--- src/rtl/fifo_stream_reader_pkg.sv ---
// Shared constants for the FIFO read-side stream adapter and its packet beat counter.
package fifo_stream_reader_pkg;
  localparam int BUF_DEPTH  = 4;
  localparam int BUF_AWIDTH = 2;
  localparam int DEF_DWIDTH = 32;
  localparam int DEF_LWIDTH = 16;
endpackage

--- src/rtl/fifo_stream_reader_beat_counter.sv ---
// Per-packet beat counter: tracks beat position, derives the last-beat flag and a
// registered packet-done pulse. Shared with the write-side packetizer.
module stream_beat_counter
  import fifo_stream_reader_pkg::*;
#(
  parameter int LWIDTH = DEF_LWIDTH
) (
  input  logic              clk,
  input  logic              srst,
  input  logic [LWIDTH-1:0] cfg_len,
  input  logic              beat_valid,
  input  logic              beat_ready,
  output logic              beat_last,
  output logic              pkt_done
);

  logic [LWIDTH-1:0] beat_cnt;
  logic [LWIDTH-1:0] len_q;
  logic [LWIDTH-1:0] len_first;
  logic [LWIDTH-1:0] len_eff;
  logic              accept;

  // The first beat uses the live cfg_len; later beats use the value latched with it.
  assign len_first = (cfg_len == '0) ? LWIDTH'(1) : cfg_len;
  assign len_eff   = (beat_cnt == '0) ? len_first : len_q;
  assign beat_last = beat_valid && (beat_cnt == len_eff - LWIDTH'(1));
  assign accept    = beat_valid && beat_ready;

  always_ff @(posedge clk or posedge srst) begin
    if (srst) begin
      beat_cnt <= '0;
      len_q    <= '0;
      pkt_done <= 1'b0;
    end else begin
      pkt_done <= accept && beat_last;
      if (accept) begin
        if (beat_cnt == '0) len_q <= len_first;
        beat_cnt <= beat_last ? '0 : beat_cnt + LWIDTH'(1);
      end
    end
  end

endmodule

--- src/rtl/fifo_stream_reader.sv ---
// Reads a 1-cycle-latency sync FIFO and re-presents its data as a valid/ready stream,
// absorbing the read latency in a small credit-managed buffer.
module fifo_stream_reader
  import fifo_stream_reader_pkg::*;
#(
  parameter int DWIDTH = DEF_DWIDTH,
  parameter int LWIDTH = DEF_LWIDTH
) (
  input  logic              clk,
  input  logic              srst,
  input  logic [DWIDTH-1:0] fifo_dout,
  input  logic              fifo_valid,
  input  logic              fifo_empty,
  output logic              fifo_rd_en,
  input  logic [LWIDTH-1:0] cfg_len,
  output logic [DWIDTH-1:0] m_data,
  output logic              m_valid,
  input  logic              m_ready,
  output logic              m_last,
  output logic              pkt_done,
  output logic              err
);

  localparam logic [BUF_AWIDTH:0]   DEPTH_C  = (BUF_AWIDTH+1)'(BUF_DEPTH);
  localparam logic [BUF_AWIDTH+1:0] CREDIT_C = (BUF_AWIDTH+2)'(BUF_DEPTH);

  logic [DWIDTH-1:0]     buf_mem [BUF_DEPTH];
  logic [BUF_AWIDTH-1:0] wr_ptr;
  logic [BUF_AWIDTH-1:0] rd_ptr;
  logic [BUF_AWIDTH:0]   count;
  logic                  inflight;
  logic                  full;
  logic                  push;
  logic                  pop;

  assign full    = (count == DEPTH_C);
  assign m_valid = (count != '0);
  assign pop     = m_valid && m_ready;
  assign push    = fifo_valid && (!full || pop);
  assign m_data  = m_valid ? buf_mem[rd_ptr] : '0;

  // Credit covers buffered words plus the one outstanding read, so a returning word
  // always finds space; m_ready deliberately plays no part here.
  assign fifo_rd_en = !srst && !fifo_empty &&
                      (({1'b0, count} + (BUF_AWIDTH+2)'(inflight)) < CREDIT_C);

  always_ff @(posedge clk) begin
    if (push) buf_mem[wr_ptr] <= fifo_dout;
  end

  always_ff @(posedge clk or posedge srst) begin
    if (srst) begin
      wr_ptr   <= '0;
      rd_ptr   <= '0;
      count    <= '0;
      inflight <= 1'b0;
      err      <= 1'b0;
    end else begin
      inflight <= fifo_rd_en;
      if (push) wr_ptr <= wr_ptr + 1'b1;
      if (pop)  rd_ptr <= rd_ptr + 1'b1;
      case ({push, pop})
        2'b10:   count <= count + 1'b1;
        2'b01:   count <= count - 1'b1;
        default: count <= count;
      endcase
      if (fifo_valid && (!inflight || (full && !pop))) err <= 1'b1;
    end
  end

  stream_beat_counter #(
    .LWIDTH(LWIDTH)
  ) u_beat_counter (
    .clk       (clk),
    .srst      (srst),
    .cfg_len   (cfg_len),
    .beat_valid(m_valid),
    .beat_ready(m_ready),
    .beat_last (m_last),
    .pkt_done  (pkt_done)
  );

endmodule

--- config.mk ---
export PLATFORM = sky130hd
export DESIGN_NAME = fifo_stream_reader
export DESIGN_NICKNAME = d
export VERILOG_FILES = /design/src/rtl/fifo_stream_reader_pkg.sv /design/src/rtl/fifo_stream_reader_beat_counter.sv /design/src/rtl/fifo_stream_reader.sv
export SDC_FILE = /design/constraint.sdc
export NUM_CORES = 1
export LEC_CHECK = 0
export CORE_MARGIN = 2
export CORE_UTILIZATION = 55
export CTS_BUF_LIST = sky130_fd_sc_hd__clkbuf_4
export CTS_CLUSTER_SIZE = 24
export DETAILED_ROUTE_END_ITERATION = 16
export PLACE_DENSITY_LB_ADDON = 0.25
export SLEW_MARGIN = 30
export SYNTH_ARGS = -nofsm -noshare
export SYNTH_HDL_FRONTEND = slang
export SYNTH_SLANG_ARGS = --single-unit
--- constraint.sdc ---
create_clock -name clk -period 4.4 [get_ports clk]
set_input_delay 0.66 -clock clk [delete_from_list [all_inputs] [get_ports clk]]
set_output_delay 0.66 -clock clk [all_outputs]
set_load 0.01 [all_outputs]
==> run summary <==
Clock power share: 19.0%
Status: complete, but fails checks
Post-synth cell types: 68
Post-synth top cells: edfxtp_1 (128), dfrtp_1 (42), and2_1 (35)
Post-synth top area cell: edfxtp_1
Slew @ Worst Pin: 0.885 ns
Hold-fix buffers at CTS: 0
Pin count of the biggest net entering global routing: 43
Final HPWL DP: 12.8 mm
Worst path cell trace: clkdlybuf4s50_1, or4_4, nor4_4, a211o_1, o21ai_2, ha_4, nor2b_4, xnor2_1, o211ai_1, o31ai_2, buf_4, a21oi_1, nor3b_1, nand4_1, nor3_1, buf_2
Avg WL per Cell: 20.6 um
Setup crit start kind: primary input
Worst Path Class, Setup: in -> out
Area of the die: 15700 um2
Post-route DRC: 0
CTS tree: yes
Comb pwr share: 37.2%
Diodes inserted: 0
Count leader, synth: edfxtp_1
Num CTS Buffers: 17
Slowest stage delay, CP: 0.56 ns
Dpl cell area: 9610 um2
Placement Setup Slack: -0.826 ns
Vias in the first global route: 5537
CTS Buffer Depth: 2
Pre-antenna DRT Iters: 6
Die height: 125 um
CORE AREA: 14500 um2
EDFF count, synth: 128
Max VDD drop: 0.383 mV
Post-layout util: 69.9%
Final setup skew: 0.0215 ns
PD cells: 497 nW/um2
Ys Warns: 0
Dpl cells: 866
1st-iter DRT viols: 385
Hold Crit Class: reg -> reg
Ratio of cells with drive above 1 in the final layout: 29.2%
First-pass GRT wire length: 29.4 mm
Area contributors post-synth: edfxtp_1 (47%), dfrtp_1 (13%), mux4_2 (8.9%)
Internal power: 3.45 mW
Vias after detailed routing: 5410
Min Tclk post-route: 4.55 ns
Post-DRT Antenna Nets: 0
Gr usage total: 24.6%
FP Rows: 44
LEAKAGE: 3.81 nW
Net Sw Power: 1.58 mW
Fmax: 220 MHz
Worst-skew pair later-pin latency: 0.58 ns
Worst hold margin: 0.476 ns
Design Area, Final: 10100 um2
Required @ worst endpoint: 3.74 ns
Failing checks: negative setup slack
Top FF cell, synth: edfxtp_1
Syn_nets: 617
Post-Route WL: 18.8 mm
Initial antenna violation count: 0
Root buf cell: clkbuf_4
Clock transition at path regs: 0.14 ns
Final nets: 774
H-tree depth: 4
Max Cap Viol: 0
Cell family with most CP delay: simple AND/OR/NAND/NOR gates
Final Power: 5.03 mW
Finish-stage setup viols: 1
# clock sinks: 170
Part of the cycle the worst path needs: 103%
Starting density of the core: 56.0%
Routability cong.: 0.945
# IOs: 90
Final max-slew violation count: 0
Crit-path max FO: 6
Post-synthesis sequential area ratio: 60.4%
Max-slew headroom: 41.0%
Post-synthesis async set-or-reset flop share: 24.7%
Flop pwr share: 43.8%
Flops & latches, synth: 170
Post-Layout Cell Count: 910
Worst Path Buf+Inv: 3
Vias per inst: 5.95
Fillcell total: 1015
Post-synth top area share: 47.4%
Global route overflow: 0
Worst setup EP type: primary output
Mean Syn Cell Area: 14.6 um2
Unrepaired setup endpoints after global routing: true
Die W: 125 um
Port Buf Inserts: 89
Setup TNS: -0.151 ns
CP arrival: 3.89 ns
Area grow syn2layout: 24.9%
Setup ws final: -0.151 ns
Mapped Area: 8110 um2
Hold Fails Final Rpt: 0
Worst path slowest cell: or4_4
Cells after Synth: 556
Switching Fraction: 31.5%
## worst paths after layout
check	from	to	cells after the start	slack, ns
max in group asynchronous	srst	rd_ptr[0]	3	3.45
min in group asynchronous	srst	u_beat_counter.len_q[10]	3	0.55
max reg2reg	u_beat_counter.beat_cnt[13]	u_beat_counter.beat_cnt[1]	16	0.52
max	cfg_len[10]	m_last	16	-0.15
min reg2reg	err	err	1	0.48
min	err	err	1	0.48
## cell type report
type	instances	area, um2	share of cell area [%]
Inverter	15	56.3	0.556
Timing Repair Buffer	166	1500	14.8
Clock inverter	14	176	1.74
Multi-Input combinational cell	343	3130	30.9
Sequential cell	170	4900	48.4
Tap cell	184	230	2.27
Clock buffer	18	135	1.33
## cell families (layout without fill, tap and decap cells)
group	after synthesis	count (layout)	synth area share [%]
buf+inv	43	213	2.44
fa+ha+maj	8	8	1.33
xor+xnor	35	35	3.78
mux	55	55	12.0
simple gates	185	185	14.8
flops	170	170	60.4
compound gates	60	60	5.25
## routing by layer
layer / wire [um] / GRT usage, % / up-vias
met5: 0 / 0 / -
met1: 8180 / 34.5 / 2721
li1: - / - / 2455
met3: 1280 / 6.20 / 31
met4: 357 / 7.32 / 0
met2: 8950 / 38.6 / 203
## registers in the layout, summed over array words and instances (netlist names)
name / count
u_beat_counter.beat_cnt: 16
buf_mem: 128
u_beat_counter.pkt_done: 1
u_beat_counter.len_q: 16
rd_ptr: 2
count: 3
wr_ptr: 2
err: 1
inflight: 1
## cell usage in the layout (no fill, tap or decap), types with 12 or more instances in the layout
cell type / instances
nor3_1: 19
clkbuf_4: 18
buf_4: 74
mux4_2: 32
dfrtp_1: 41
inv_1: 12
and2_1: 35
nand2_1: 23
xnor2_1: 24
nor2_1: 20
clkdlybuf4s50_1: 85
mux2_2: 13
edfxtp_1: 128
## power by group through the flow
stage          clock network (mW)  logic [mW]  registers [mW]
2_1_floorplan                   0        1.07            2.14
3_3_place_gp                    0        1.79            2.22
3_5_place_dp                    0        1.82            2.24
4_1_cts                     0.977        1.86            2.21
5_1_grt                      1.04        2.00            2.24
6_report                    0.957        1.87            2.20
## worst register-to-register path, stage by stage, from the launching register on
cell,delay (ns)
dfrtp_1,0.44
nor4_4,0.41
nand4_2,0.21
a211o_1,0.33
o21ai_2,0.10
ha_4,0.20
buf_4,0.11
nor4b_1,0.26
nand4_1,0.16
xor2_1,0.20
nor2_1,0.09
a211oi_2,0.28
buf_4,0.17
o2111ai_2,0.20
nor4_4,0.31
buf_12,0.20
a211oi_1,0.08
## repair_timing
| item | in CTS | in global routing |
|---|---|---|
| pin swaps | 6 | 15 |
| setup endpoints to repair | 1 | 1 |
| setup buffers | 6 | 6 |
| gates resized for setup | 16 | 17 |
| hold endpoints to repair | 0 | 0 |
Power figures use the tool's default switching activity.
